`src/rtl/kbd_pkg.sv`:
```
// Shared constants and read-FSM encodings for the keyboard input controller.
package kbd_pkg;

  localparam logic [7:0] KEY_ENTER = 8'h0D;
  localparam logic [7:0] KEY_BKSP  = 8'h08;

  typedef enum logic [1:0] {
    RD_IDLE = 2'd0,
    RD_WAIT = 2'd1,
    RD_HOLD = 2'd2
  } rd_state_t;

endpackage

```
`src/rtl/kbd_line_fifo.sv`:
```
// Circular byte FIFO with an uncommitted tail: bytes between commit_ptr and wr_ptr
// are still editable by backspace and invisible to the reader until committed.
module kbd_line_fifo
  import kbd_pkg::*;
#(
  parameter int DEPTH     = 16,
  parameter int ADDR_W    = 4,
  parameter int LINE_MODE = 1
) (
  input  logic              clk,
  input  logic              rst,
  input  logic              wr_valid,
  input  logic [7:0]        wr_data,
  input  logic              flush,
  input  logic              pop,
  output logic [7:0]        rd_data,
  output logic              accept,
  output logic              avail,
  output logic [ADDR_W:0]   count,
  output logic              overflow
);

  localparam logic [ADDR_W:0] FULL_OCC = (ADDR_W + 1)'(DEPTH);

  logic [7:0]      mem [DEPTH];
  logic [ADDR_W:0] wr_ptr, commit_ptr, rd_ptr;
  logic [ADDR_W:0] wr_nxt, commit_nxt, rd_nxt;
  logic [ADDR_W:0] occupancy;
  logic            full, is_bksp, do_bksp, do_write, do_drop;

  assign occupancy = wr_ptr - rd_ptr;
  assign full      = (occupancy == FULL_OCC);
  assign avail     = (commit_ptr != rd_ptr);
  assign count     = commit_ptr - rd_ptr;
  assign rd_data   = mem[rd_ptr[ADDR_W-1:0]];

  assign is_bksp  = (LINE_MODE != 0) && (wr_data == KEY_BKSP);
  assign do_bksp  = wr_valid & ~flush & is_bksp & (wr_ptr != commit_ptr);
  assign do_write = wr_valid & ~flush & ~is_bksp & ~full;
  assign do_drop  = wr_valid & ~flush & ~is_bksp & full;
  assign accept   = do_bksp | do_write;

  // A buffer filled entirely with uncommitted bytes would never drain, so commit it.
  always_comb begin
    wr_nxt     = wr_ptr;
    commit_nxt = commit_ptr;
    rd_nxt     = rd_ptr;
    if (pop) rd_nxt = rd_ptr + 1'b1;
    if (do_bksp) begin
      wr_nxt = wr_ptr - 1'b1;
    end else if (do_write) begin
      wr_nxt = wr_ptr + 1'b1;
      if (LINE_MODE == 0 || wr_data == KEY_ENTER) commit_nxt = wr_nxt;
      if ((wr_nxt - rd_nxt) == FULL_OCC && commit_nxt == rd_nxt) commit_nxt = wr_nxt;
    end
  end

  always_ff @(posedge clk or posedge rst) begin
    if (rst) begin
      wr_ptr     <= '0;
      commit_ptr <= '0;
      rd_ptr     <= '0;
      overflow   <= 1'b0;
    end else if (flush) begin
      wr_ptr     <= '0;
      commit_ptr <= '0;
      rd_ptr     <= '0;
      overflow   <= 1'b0;
    end else begin
      wr_ptr     <= wr_nxt;
      commit_ptr <= commit_nxt;
      rd_ptr     <= rd_nxt;
      if (do_drop) overflow <= 1'b1;
    end
  end

  always_ff @(posedge clk) begin
    if (do_write) mem[wr_ptr[ADDR_W-1:0]] <= wr_data;
  end

endmodule

```
`src/rtl/kbd_input_ctrl.sv`:
```
// Keyboard-to-IN-instruction bridge: line FIFO, read handshake FSM and display echo.
module kbd_input_ctrl
  import kbd_pkg::*;
#(
  parameter int DEPTH     = 16,
  parameter int ADDR_W    = 4,
  parameter int LINE_MODE = 1,
  parameter int DATA_W    = 32
) (
  input  logic              clk,
  input  logic              rst,
  input  logic [7:0]        kb_data,
  input  logic              kb_valid,
  input  logic              in_req,
  input  logic              in_flush,
  output logic              in_stall,
  output logic [DATA_W-1:0] in_data,
  output logic              in_done,
  output logic [7:0]        echo_data,
  output logic              echo_valid,
  output logic [ADDR_W:0]   count,
  output logic              overflow
);

  rd_state_t  state, state_nxt;
  logic       take, pop, accept, avail;
  logic [7:0] rd_data;

  kbd_line_fifo #(
    .DEPTH    (DEPTH),
    .ADDR_W   (ADDR_W),
    .LINE_MODE(LINE_MODE)
  ) u_fifo (
    .clk     (clk),
    .rst     (rst),
    .wr_valid(kb_valid),
    .wr_data (kb_data),
    .flush   (in_flush),
    .pop     (pop),
    .rd_data (rd_data),
    .accept  (accept),
    .avail   (avail),
    .count   (count),
    .overflow(overflow)
  );

  // A flush in the same cycle as a would-be pop keeps the FSM waiting instead.
  assign take = in_req & avail & ~in_flush;

  always_ff @(posedge clk or posedge rst) begin
    if (rst) state <= RD_IDLE;
    else     state <= state_nxt;
  end

  always_comb begin
    state_nxt = state;
    case (state)
      RD_IDLE: if (take) state_nxt = RD_HOLD;
               else if (in_req) state_nxt = RD_WAIT;
      RD_WAIT: if (!in_req) state_nxt = RD_IDLE;
               else if (take) state_nxt = RD_HOLD;
      RD_HOLD: if (!in_req) state_nxt = RD_IDLE;
      default: state_nxt = RD_IDLE;
    endcase
  end

  always_comb begin
    in_stall = in_req & ~rst & (state == RD_IDLE || state == RD_WAIT);
    pop      = take & (state != RD_HOLD);
  end

  always_ff @(posedge clk or posedge rst) begin
    if (rst) begin
      in_done    <= 1'b0;
      in_data    <= '0;
      echo_valid <= 1'b0;
      echo_data  <= '0;
    end else begin
      in_done    <= pop;
      echo_valid <= accept;
      if (pop)    in_data   <= DATA_W'(rd_data);
      if (accept) echo_data <= kb_data;
    end
  end

endmodule

```
`config.mk`:
```
export PLATFORM = sky130hd
export DESIGN_NAME = kbd_input_ctrl
export DESIGN_NICKNAME = d
export VERILOG_FILES = /design/src/rtl/kbd_pkg.sv /design/src/rtl/kbd_line_fifo.sv /design/src/rtl/kbd_input_ctrl.sv
export SDC_FILE = /design/constraint.sdc
export NUM_CORES = 1
export LEC_CHECK = 0
export CAP_MARGIN = 20
export CORE_MARGIN = 10
export CORE_UTILIZATION = 60
export CTS_CLUSTER_SIZE = 24
export DETAILED_ROUTE_END_ITERATION = 10
export DONT_BUFFER_PORTS = 1
export GPL_ROUTABILITY_DRIVEN = 0
export GPL_TIMING_DRIVEN = 0
export PLACE_DENSITY = 0.76
export SYNTH_ARGS = -nofsm -noshare
export SYNTH_HDL_FRONTEND = slang
export SYNTH_SLANG_ARGS = --single-unit
```
`constraint.sdc`:
```
create_clock -name clk -period 10.7 [get_ports clk]
set_input_delay 0.535 -clock clk [delete_from_list [all_inputs] [get_ports clk]]
set_output_delay 0.535 -clock clk [all_outputs]
set_load 0.03 [all_outputs]
```
# ---- Yosys cells after proc, flatten, opt, wreduce, memory -nomap -nowiden
# Memory sizes are Yosys's and may differ from the RTL's. A register that Yosys moved wholly into a read port is not among the register bits.
# Cells that the tools add are included.
dict set report word_totals {
  reg_bits 28
  ramBits 128
  word_cells 75
  n_memories 1
}
# memory depth word_bits rd rd_clocked_by_memory_dff wr line
set mem_list {}
lappend mem_list {u_fifo.mem 16 8 1 1 1 kbd_line_fifo.sv:25} ;# logic [7:0] mem [DEPTH];
dict set report classes {
  add_sub_neg 6
  n_eq_ne 14
  mux 22
  bitwise_logic 16
  reduce_logical 8
}
# operator count
set ops {}
lappend ops {{5-bit two-way mux} 12}
lappend ops {{8-bit by 4-bit == test with 1-bit output, second input constant} 2}
lappend ops {{5-bit subtractor} 3}
lappend ops {{1-bit AND} 11}
lappend ops {{5-bit by 1-bit adder with 5-bit output, second input constant} 2}
lappend ops {{5-bit == test, second input constant} 2}
lappend ops {{2-bit two-way mux} 5}
lappend ops {{5-bit != test} 2}
lappend ops {{2-bit != test, second input constant} 3}
lappend ops {{3-bit != test, second input constant} 2}
lappend ops {{2-bit case mux with 3 select lines} 1}
lappend ops {{5-bit == test} 1}
lappend ops {{5-bit by 1-bit subtractor with 5-bit output, second input constant} 1}
lappend ops {{1-bit two-way mux} 4}
lappend ops {{1-bit inverter} 4}
lappend ops {{2-bit nonzero test} 2}
lappend ops {{3-bit AND reduction} 1}
lappend ops {{3-bit nonzero test} 1}
lappend ops {{2-bit by 1-bit == test with 1-bit output, second input constant} 1}
lappend ops {{2-bit == test, second input constant} 1}
lappend ops {{2-bit zero test} 1}
lappend ops {{2-bit AND reduction} 1}
lappend ops {{1-bit logical AND} 1}
lappend ops {{1-bit logical OR} 1}
lappend ops {{1-bit bitwise OR} 1}

# ---- Logic depth before layout (Yosys ltp)
# Gate-level depths: netlist of the first run.
dict set report depth {
  word_depth 12
  ltp_mapped 17
}

# ---- Modules after synthesis
# Synthesis of the first run repeated with hierarchy kept, for this count alone.
dict set report hier_totals {
  hier_cells 465
  hier_area_um2 7579.8
}
# module n_inst cells_per_inst area_each_um2
set by_module_without_submodules {}
lappend by_module_without_submodules {kbd_line_fifo 1 393 6606.3}
lappend by_module_without_submodules {kbd_input_ctrl 1 72 973.4}

# ---- Worst setup path before layout of the first run
# OpenSTA, ideal clock, no wires.
dict set report synth_path {
  path_kind {register to register}
  startpoint {register u_fifo.rd_ptr[1]}
  endpoint {register u_fifo.commit_ptr[0]}
  setup_ps 77
  arrival_ps 4198
  required_time_ps 10623
  slack_ps 6426
  path_stages_with_launch 18
  n_path_buf 2
  path_cell_list {dfrtp_1 -> clkbuf_1 -> buf_1 -> inv_1 -> ha_1 -> nand4_1 -> nor2_1 -> nor2_1 -> xnor2_1 -> inv_1 -> ha_1 -> nand2b_1 -> xnor2_1 -> o2111ai_1 -> or3b_1 -> or4_4 -> o41a_4 -> o21ai_1}
}
dict set report synth_via {
  elab_chain_len 12
  word_cells_on_any_way 20
  cone_classes {add/sub (3); eq/ne (4); mux (5); bitwise (5); reduce/logical (3)}
}
# element line
set synth_lines {}
lappend synth_lines {{start, declared} kbd_line_fifo.sv:26} ;# logic [ADDR_W:0] wr_ptr, commit_ptr, rd_ptr;
lappend synth_lines {{start signal, assigned} kbd_line_fifo.sv:72} ;# rd_ptr <= rd_nxt;
lappend synth_lines {{5-bit != test *} kbd_line_fifo.sv:33} ;# assign avail = (commit_ptr != rd_ptr);
lappend synth_lines {{1-bit AND * (2 in a row)} kbd_input_ctrl.sv:48} ;# assign take = in_req & avail & ~in_flush;
lappend synth_lines {{1-bit AND *} kbd_input_ctrl.sv:69} ;# pop = take & (state != RD_HOLD);
lappend synth_lines {{net pop} kbd_input_ctrl.sv:26} ;# logic take, pop, accept, avail;
lappend synth_lines {{5-bit two-way mux *} kbd_line_fifo.sv:48} ;# if (pop) rd_nxt = rd_ptr + 1'b1;
lappend synth_lines {{5-bit subtractor} kbd_line_fifo.sv:54} ;# if ((wr_nxt - rd_nxt) == FULL_OCC && commit_nxt == rd_nxt) commit_nxt = wr_nxt;
lappend synth_lines {{5-bit == test} kbd_line_fifo.sv:54}
lappend synth_lines {{1-bit logical AND *} kbd_line_fifo.sv:54}
lappend synth_lines {{5-bit two-way mux *} kbd_line_fifo.sv:54}
lappend synth_lines {{5-bit two-way mux *} kbd_line_fifo.sv:51} ;# end else if (do_write) begin
lappend synth_lines {{5-bit two-way mux *} kbd_line_fifo.sv:49} ;# if (do_bksp) begin
lappend synth_lines {{5-bit two-way mux *} kbd_line_fifo.sv:64} ;# end else if (flush) begin
lappend synth_lines {{end signal, assigned} kbd_line_fifo.sv:71} ;# commit_ptr <= commit_nxt;
lappend synth_lines {{end, declared} kbd_line_fifo.sv:26}
# The timed path passes the listed nets; every way through them passes the cells marked *. The select of a mux whose other input is x is not followed.
# A chain may end at the register's enable or synchronous reset.

# ---- Worst setup path in the final report of the first run
dict set report layout_path {
  startpoint {register u_fifo.rd_ptr[1]}
  endpoint {register u_fifo.commit_ptr[1]}
}
# The elaborated chain is that of the path after synthesis.

==> flow_summary.ini, run 1 <==
[status]
status = finished, final reports clean

[synth]
synth_edf_count = 128
yosysTopAreaCell = edfxtp_1
synthFlopType = edfxtp_1
synth-seq-cells = 164
syn_avg_cell_area_um2 = 16.2
synth-seq-area-share_pct = 63.9
yosys_warnings = 0
yosys-top-cells-area = edfxtp_1, dfrtp_1, mux4_2, ha_1, buf_4
synthArstFlopShare_pct = 22.0
synth.top_cell.area_share_pct = 51.8
yosysUniqueCellTypes = 54
postSynthCellCount = 457
synth_area_mm2 = 0.00742

[clock_network]
cts_resized = 0
postCtsSetupRepairBufs = 0
ctsRootBufferMaster = clkbuf_16
cts_buffers = 17
clkTransAtPathRegs_ns = 0.06
clock_latency_ns = 0.42
clock_path_buffers = 2
cts_hold_buf = 0
cts_tree = yes
cts.sinks = 164
h-tree-depth = 4

[finish]
nFillCells = 768
area_growth_pct = 11.9
layout.nets = 534
drive_gt1_share_pct = 23.6
fin_cells = 685
layout_common_cells = edfxtp_1, mux4_2, dfrtp_1
final_common_cell = edfxtp_1

[floorplan]
rows = 40
num_io_pins = 62
die_width_um = 131
die_h_um = 131
die_area_mm2 = 0.0172
start_util_pct = 61.5
core_mm2 = 0.0121

[route]
firstDrtPassIters = 4
drt_first_iter_violations = 515
ant_nets = 0
vias = 4102
routed_via_density = 5.99
wl_per_cell_um = 23.0
wl_um = 15700
route.detailed.drc = 0

[setup_path]
cp-end-kind = flip-flop
path_class = flip-flop to flip-flop
r2r_end = u_fifo.commit_ptr[1]$_DFFE_PP0P_
cp_max_fo = 10
max_stage_delay_ns = 0.88
regToRegSetupSlack_ns = 5.13
r2r_cells = 17
crit_chain = clkbuf_1, buf_1, inv_1, ha_1, nand4_1, nor2_1, nor2_1, xnor2_1, inv_1, ha_1, nand2b_1, xnor2_1, o2111ai_1, or3b_1, or4_4, o311ai_0, o21ai_1
required_ns = 10.99
r2r_start = u_fifo.rd_ptr[1]$_DFF_PP0_
cp_slowest_cell = nor2_1
startpoint_type = flip-flop
arrival_ns = 5.86

[sta]
timing.hold.ws_ns = 0.152
finalHoldViolCount = 0
setup_tns_ns = 0
drv_slew = 0
fmax_mhz = 180
fin_crit_sh_pct = 52.0
slew_headroom_pct = 25.4
fin_worst_skew_ns = 0.00736
rsz0062_at_grt = no
finalSetupViolCount = 0
worst_pin_slew_ns = 1.11
worst_slack_ns = 5.13
period_minus_slack_ns = 5.57

[pwr]
power.internal_w = 0.00107
leakage_nw = 2.96
p_sw_share_pct = 24.5
seq_power_share_pct = 53.8
combPwrFrac_pct = 5.9
p_switching_w = 0.000348
pwr-share-clk_pct = 40.3
ir_worst_vdd_v = 0.000147
p_per_area_mw_per_mm2 = 171

[global_routing]
antenna_found_initial = 1
grt_pass1_wl_um = 24900
grt_max_degree = 37
grt_usage_pct = 18.8
grt_pass1_vias = 4243
grt-ovfl-total = 0

[placed_design]
dpl.hpwl_um = 10600
dp_slack_ns = 5.19
numPlacedInstances = 651
io_buffers = 0

[worst_hold_path]
hold_path.class = input port to async pin

[flow_run]
max_cap_viol_count = 0
-- metrics by stage --
step / power [W] / cell area [µm²] / util (%)
floorplan: 0.000840 / 7510 / -
global placement: 0.000855 / 7720 / 64.0
detailed placement: 0.000860 / 7740 / 64.1
CTS: 0.00142 / 8290 / 68.8
global route: 0.00146 / 8300 / 68.8
finish: 0.00142 / 8300 / 68.8
-- flip-flops by register name, indices dropped and copies added, names as in the netlist --
| name | cells |
|---|---|
| u_fifo.mem | 128 |
| echo_data | 8 |
| in_data | 8 |
| u_fifo.commit_ptr | 5 |
| u_fifo.rd_ptr | 5 |
| u_fifo.wr_ptr | 5 |
| state | 2 |
| echo_valid | 1 |
| in_done | 1 |
| u_fifo.overflow | 1 |
-- how the worst max path moves through the flow --
stage	endpoint	start
6_report	u_fifo.commit_ptr[1]$_DFFE_PP0P_	u_fifo.rd_ptr[1]$_DFF_PP0_
2_1_floorplan	u_fifo.commit_ptr[0]$_DFFE_PP0P_	u_fifo.rd_ptr[1]$_DFF_PP0_
3_3_place_gp	u_fifo.commit_ptr[4]$_DFFE_PP0P_	u_fifo.rd_ptr[1]$_DFF_PP0_
4_1_cts	u_fifo.commit_ptr[1]$_DFFE_PP0P_	u_fifo.rd_ptr[1]$_DFF_PP0_
5_1_grt	u_fifo.commit_ptr[4]$_DFFE_PP0P_	u_fifo.rd_ptr[1]$_DFF_PP0_
3_5_place_dp	u_fifo.commit_ptr[1]$_DFFE_PP0P_	u_fifo.rd_ptr[1]$_DFF_PP0_
-- worst max-delay path, delay by kind of cell, from the launching register on --
family / cells / cell delay [ns]
compound gates: 3 / 0.65
xor+xnor: 2 / 0.40
fa+ha+maj: 2 / 0.58
buf+inv: 4 / 1.23
flops: 1 / 0.42
simple gates: 6 / 2.16
-- layout make-up --
cell class	instances	area [µm²]	area share, %
Multi-Input combinational cell	259	2450	29.5
Clock buffer	18	429	5.17
Timing Repair Buffer	4	25.0	0.301
Sequential cell	164	4740	57.2
Clock inverter	14	128	1.54
Buffer	38	243	2.92
Tap cell	168	210	2.53
Antenna cell	1	2.50	0.0301
Inverter	19	71.3	0.859
-- layer usage --
layer / track usage [%] / vias up / wire, µm
met5: 0 / - / 0
met4: 6.69 / 0 / 265
met3: 5.75 / 22 / 1390
met2: 29.8 / 212 / 7640
met1: 24.0 / 2061 / 6440
li1: - / 1807 / -
-- cell usage after synthesis, types with 2 or more instances --
master    instances
buf_4            24
a31oi_1           2
and3_1            2
inv_1            18
o21ai_0           5
o21a_1            2
edfxtp_1        128
buf_1             5
and2_1            3
nor3_1            9
mux4_2           40
nor2_1           31
xor2_1           13
dfrtp_1          36
xnor2_1          14
nand2_1          13
clkbuf_1          8
ha_1             17
mux2_2           16
o21bai_1          2
nand3_1           5
nor2b_1           4
o311ai_0          5
a211oi_1          2
o21ai_1           5
nor3b_1           2
mux2i_1           6
a21oi_1           7
nand2b_1          5
nand4_1           3
a21o_1            2
-- logic make-up (layout without fill, tap and decap cells) --
logic type | count (synthesis) | count (layout) | share of synthesized area, %
AOI/OAI and AO/OA | 41 | 41 | 3.90
DFF | 164 | 164 | 63.9
adders and majority gates | 18 | 18 | 3.14
xor gates and xnor gates | 27 | 27 | 3.19
other | 1 | 25 | 0.0505
buffers and inverters | 57 | 93 | 4.23
and+or+nand+nor | 87 | 87 | 6.17
muxes | 62 | 62 | 15.4
-- power by group through the flow --
| stage | Combinational (W) | Clock (W) | Sequential [W] |
|---|---|---|---|
| 2_1_floorplan | 0.0000698 | 0 | 0.000770 |
| 3_3_place_gp | 0.0000798 | 0 | 0.000776 |
| 3_5_place_dp | 0.0000830 | 0 | 0.000777 |
| 4_1_cts | 0.0000836 | 0.000576 | 0.000764 |
| 5_1_grt | 0.0000915 | 0.000604 | 0.000766 |
| 6_report | 0.0000842 | 0.000572 | 0.000763 |
Note: power is estimated with default switching activity, not from simulation.
==> run 2: changes to the inputs <==
Settings changed: CORE_UTILIZATION 60 to 57, PLACE_DENSITY 0.76 to 0.75.
Clock period 10.7 ns to 4.57 ns, I/O delays scaled along.
==> run 2 against run 1 <==
Net effect:
- maximum frequency increased by 29%
- first-iteration DRC count decreased by 5.8%
- register-to-register slack got worse by 4.9 ns
- critical path type unchanged
- critical path depth decreased by 3
- highest routed layer unchanged
- count of clock-buffer cells in the layout unchanged
==> flow_summary.ini, run 2 (synthesis gave the netlist of run 1 again) <==
[sta]
drv_slew = 0
worst_pin_slew_ns = 1.04
finalHoldViolCount = 0
fmax_mhz = 232
finalSetupViolCount = 0
setup_tns_ns = 0
worst_slack_ns = 0.261
timing.hold.ws_ns = 0.0126
rsz0062_at_grt = no
fin_crit_sh_pct = 94.3
period_minus_slack_ns = 4.31
fin_worst_skew_ns = 0.00849
slew_headroom_pct = 30.5

[placed_design]
numPlacedInstances = 655
io_buffers = 0
dp_slack_ns = -0.910
dpl.hpwl_um = 10700

[floorplan]
rows = 41
die_area_mm2 = 0.0180
die_width_um = 134
core_mm2 = 0.0127
num_io_pins = 62
start_util_pct = 58.6
die_h_um = 134

[clock_network]
cts_tree = yes
cts_buffers = 17
clock_latency_ns = 0.42
clock_path_buffers = 2
h-tree-depth = 4
clkTransAtPathRegs_ns = 0.06
ctsRootBufferMaster = clkbuf_16
cts.sinks = 164

[global_routing]
antenna_found_initial = 0
grt_pass1_vias = 4312
grt_max_degree = 37
grt_usage_pct = 19.0
grt-ovfl-total = 0
grt_pass1_wl_um = 25700

[finish]
final_common_cell = edfxtp_1
nFillCells = 884
fin_util_pct = 66.7
layout_common_cells = edfxtp_1, mux4_2, dfrtp_1
fin_cells = 702
layout.nets = 546
drive_gt1_share_pct = 24.6
area_growth_pct = 13.9
largest_reg_flops = 128

[route]
route.detailed.drc = 0
wl_um = 16600
wl_per_cell_um = 23.6
firstDrtPassIters = 5
ant_nets = 0
vias = 4159
drt_first_iter_violations = 485
routed_via_density = 5.92

[flow_run]
max_cap_viol_count = 0

[pwr]
ir_worst_vdd_v = 0.000271
p_per_area_mw_per_mm2 = 398
leakage_nw = 3.04

[worst_hold_path]
hold_path.class = input port to flip-flop

[setup_path]
required_ns = 4.92
path_class = flip-flop to flip-flop
arrival_ns = 4.66
cp-end-kind = flip-flop
startpoint_type = flip-flop
cp_max_fo = 10

[status]
status = finished, final reports clean
run 2: worst paths after layout:
kind | startpoint | endpoint | slack [ns] | depth (start not counted)
max | u_fifo.rd_ptr[3]$_DFF_PP0_ | u_fifo.commit_ptr[2]$_DFFE_PP0P_ | 0.26 | 14
min | kb_valid | u_fifo.overflow$_DFFE_PP0P_ | 0.01 | 2
max reg2reg | u_fifo.rd_ptr[3]$_DFF_PP0_ | u_fifo.commit_ptr[2]$_DFFE_PP0P_ | 0.26 | 14
min reg2reg | state[1]$_DFFE_PP0P_ | state[0]$_DFFE_PP0P_ | 0.59 | 2
max in group asynchronous | rst | u_fifo.rd_ptr[1]$_DFF_PP0_ | 3.55 | 2
min in group asynchronous | rst | state[1]$_DFFE_PP0P_ | 0.45 | 2
run 2: where the power goes:
group	switching, W	internal [W]	leakage (nW)
sequential	0.000127	0.00166	1.63
clock	0.000594	0.000755	0.273
combinational	0.000133	0.0000951	1.14
total	0.000854	0.00251	3.04
run 2: layout make-up:
class | instances | area [µm²] | area share (%)
diodes | 2 | 5.00 | 0.0592
plain buffers | 37 | 243 | 2.87
clock buffers | 18 | 429 | 5.08
clock inverters | 14 | 125 | 1.48
inverters | 19 | 71.3 | 0.844
multi-input cells | 259 | 2460 | 29.2
flip-flops and latches | 164 | 4750 | 56.2
well taps | 172 | 215 | 2.55
repair buffers | 17 | 153 | 1.81
run 2: critical path, stage by stage (launching register included):
cell       delay, ns
dfrtp_1         0.42
inv_2           0.31
ha_1            0.34
nand4_1         0.18
nor2_2          0.10
or3b_2          0.52
and2_1          0.17
ha_1            0.23
nand2b_1        0.17
xnor2_1         0.18
o2111ai_1       0.15
or3b_1          0.38
or4_4           0.55
o41a_4          0.41
o21ai_1         0.13
run 2: routing by layer:
| metal | vias to the layer above | wire length (µm) | global-route usage (%) |
|---|---|---|---|
| met5 | - | 0 | 0 |
| met4 | 0 | 176 | 5.44 |
| met3 | 16 | 1620 | 7.65 |
| met2 | 198 | 8070 | 30.3 |
| met1 | 2117 | 6710 | 23.6 |
| li1 | 1828 | - | - |
run 2: stage by stage:
step | power, W | area, µm²
after detailed placement | 0.00202 | 7740
final | 0.00337 | 8450
after global routing | 0.00347 | 8450
after CTS | 0.00337 | 8410
after global placement | 0.00200 | 7720
after floorplan | 0.00197 | 7510
run 2: repair_timing:
item | 4_1_cts | 5_1_grt
hold buffers | 11 | 0
resized for setup | 5 | 4
setup buffers | 0 | 2
hold endpoints to repair | 175 | 0
setup endpoints to repair | 136 | 5
==> run 3: changes to the inputs <==
Settings changed: CORE_UTILIZATION 57 to 37, PLACE_DENSITY 0.75 to not set.
Clock period 4.57 ns to 5.2 ns, I/O delays scaled along.
==> run 3 against run 2 <==
Net effect:
- critical path depth grew 2
- sequential power shrank 12%
- die area grew 45%
- clock skew grew 0.0012 ns
- clock power is essentially flat
- first-iteration DRC count shrank 25%
- maximum frequency shrank 8.8%
- wire length grew 0.56%
- cell count grew 13%
- global-route usage shrank 6.1 points
- register-to-register slack gained 0.21 ns
- hold slack gained 0.015 ns
- largest cell class unchanged
==> flow_summary.ini, run 3 (synthesis gave the netlist of run 1 again) <==
[setup_path]
r2r_start = u_fifo.rd_ptr[1]$_DFF_PP0_
cp-end-kind = flip-flop
r2r_end = u_fifo.commit_ptr[4]$_DFFE_PP0P_
regToRegSetupSlack_ns = 0.48
cp_max_fo = 10
path_class = flip-flop to flip-flop
required_ns = 5.54
startpoint_type = flip-flop
arrival_ns = 5.07
r2r_cells = 16

[global_routing]
grt_pass1_wl_um = 25500
grt_pass1_vias = 4209
grt-ovfl-total = 0
antenna_found_initial = 0
grt_usage_pct = 13.0
grt_max_degree = 37

[pwr]
p_switching_w = 0.000732
ir_worst_vdd_v = 0.000304
power.internal_w = 0.00236
p_sw_share_pct = 23.6
leakage_nw = 3.06
p_per_area_mw_per_mm2 = 360
combPwrFrac_pct = 6.3
pwr-share-clk_pct = 42.9
seq_power_share_pct = 50.8

[route]
wl_per_cell_um = 21.0
route.detailed.drc = 0
vias = 4003
routed_via_density = 5.05
drt_first_iter_violations = 363
wl_um = 16700
ant_nets = 0
firstDrtPassIters = 4

[finish]
n_antenna_cell = 0
area_growth_pct = 16.0
layout.nets = 545
final_common_cell = edfxtp_1
largest_reg_flops = 128
layout_common_cells = edfxtp_1, mux4_2, dfrtp_1
drive_gt1_share_pct = 23.5
nFillCells = 1727

[worst_hold_path]
hold_path.class = input port to flip-flop
min_from = kb_valid
min_path_cells = 2
whs_endpoint = u_fifo.overflow$_DFFE_PP0P_

[placed_design]
io_buffers = 0
dpl.hpwl_um = 11200
dp_slack_ns = -0.441

[floorplan]
rows = 51
start_util_pct = 37.9
num_io_pins = 62
core_mm2 = 0.0196
die_h_um = 162
die_area_mm2 = 0.0261
die_width_um = 162

[status]
status = finished, final reports clean

[sta]
finalHoldViolCount = 0
fin_crit_sh_pct = 90.9
timing.hold.ws_ns = 0.0277
worst_slack_ns = 0.476
period_minus_slack_ns = 4.72
fmax_mhz = 212
finalSetupViolCount = 0
fin_worst_skew_ns = 0.00970
rsz0062_at_grt = no
drv_slew = 0
worst_pin_slew_ns = 1.12
slew_headroom_pct = 24.9

[clock_network]
cts.sinks = 164
cts_buffers = 17
ctsRootBufferMaster = clkbuf_16
h-tree-depth = 4
cts_tree = yes
clkTransAtPathRegs_ns = 0.06
clock_path_buffers = 2
clock_latency_ns = 0.43

[flow_run]
max_cap_viol_count = 0
run 3: cell count changes in the layout (fill, tap and decap cells not counted), moves of 2 or more:
cell	before	now
clkbuf_1	8	10
clkinv_2	5	1
buf_4	27	24
clkbuf_2	0	2
bufinv_16	1	4
diode_2	2	0
run 3: layout make-up:
cell class	count	area (µm²)	area share (%)
multi-input cells	259	2450	28.5
flip-flops and latches	164	4740	55.1
clock inverters	11	174	2.02
repair buffers	15	138	1.60
plain buffers	38	245	2.85
clock buffers	21	450	5.23
inverters	19	71.3	0.828
well taps	265	332	3.85
run 3: power groups by stage:
stage	sequential [W]	clock (W)	combinational, W
floorplan	0.00158	0	0.000144
global placement	0.00160	0	0.000166
detailed placement	0.00160	0	0.000171
CTS	0.00158	0.00135	0.000196
global route	0.00158	0.00139	0.000216
finish	0.00157	0.00133	0.000196
run 3: layer usage:
layer,GRT usage [%],share of wire (%),vias up
met5,0,0,-
met2,21.1,49,130
met1,16.0,41,2017
li1,-,-,1824
met4,5.50,2.7,0
met3,3.46,7.8,32
run 3: how the worst max path moves through the flow:
stage               depth (start not counted)                          endpoint  slack [ns]                  startpoint
floorplan                                  17  u_fifo.commit_ptr[0]$_DFFE_PP0P_        0.93  u_fifo.rd_ptr[1]$_DFF_PP0_
global placement                           17  u_fifo.commit_ptr[4]$_DFFE_PP0P_       -0.30  u_fifo.rd_ptr[1]$_DFF_PP0_
detailed placement                         17  u_fifo.commit_ptr[4]$_DFFE_PP0P_       -0.44  u_fifo.rd_ptr[1]$_DFF_PP0_
CTS                                        17  u_fifo.commit_ptr[4]$_DFFE_PP0P_        0.02  u_fifo.rd_ptr[1]$_DFF_PP0_
global route                               17  u_fifo.commit_ptr[1]$_DFFE_PP0P_        0.12  u_fifo.rd_ptr[1]$_DFF_PP0_
finish                                     16  u_fifo.commit_ptr[4]$_DFFE_PP0P_        0.48  u_fifo.rd_ptr[1]$_DFF_PP0_
run 3: stage by stage:
stage                     total power [W]  TNS [ns]  util, %  area [µm²]  instances
after global placement            0.00177     -1.50     40.0        7840        745
after global routing              0.00319         0     43.9        8610        792
final                             0.00310         0     43.9        8610        792
after CTS                         0.00312         0     43.8        8590        790
after floorplan                   0.00173         0        -        7510        480
after detailed placement          0.00177     -2.09     40.1        7850        747
run 3: critical path, stage by stage (launching register included):
cell and delay [ns]:
dfrtp_1 0.41, clkbuf_2 0.27, clkbuf_2 0.35, inv_1 0.15, ha_1 0.33, nand4_1 0.14, nor2_1 0.12, or3b_2 0.53
and2_1 0.17, ha_1 0.24, nand2b_1 0.18, xnor2_1 0.15, o2111ai_1 0.13, or3b_1 0.38, or4_4 0.54, o41a_4 0.40
o21ai_1 0.14
run 3: repair_timing:
action | 4_1_cts | 5_1_grt
buffers inserted | 0 | 0
hold endpoints to repair | 175 | 0
endpoints found under the setup margin | 5 | 5
cloned | 0 | 0
hold buffers | 11 | 0
gates resized for setup | 2 | 3
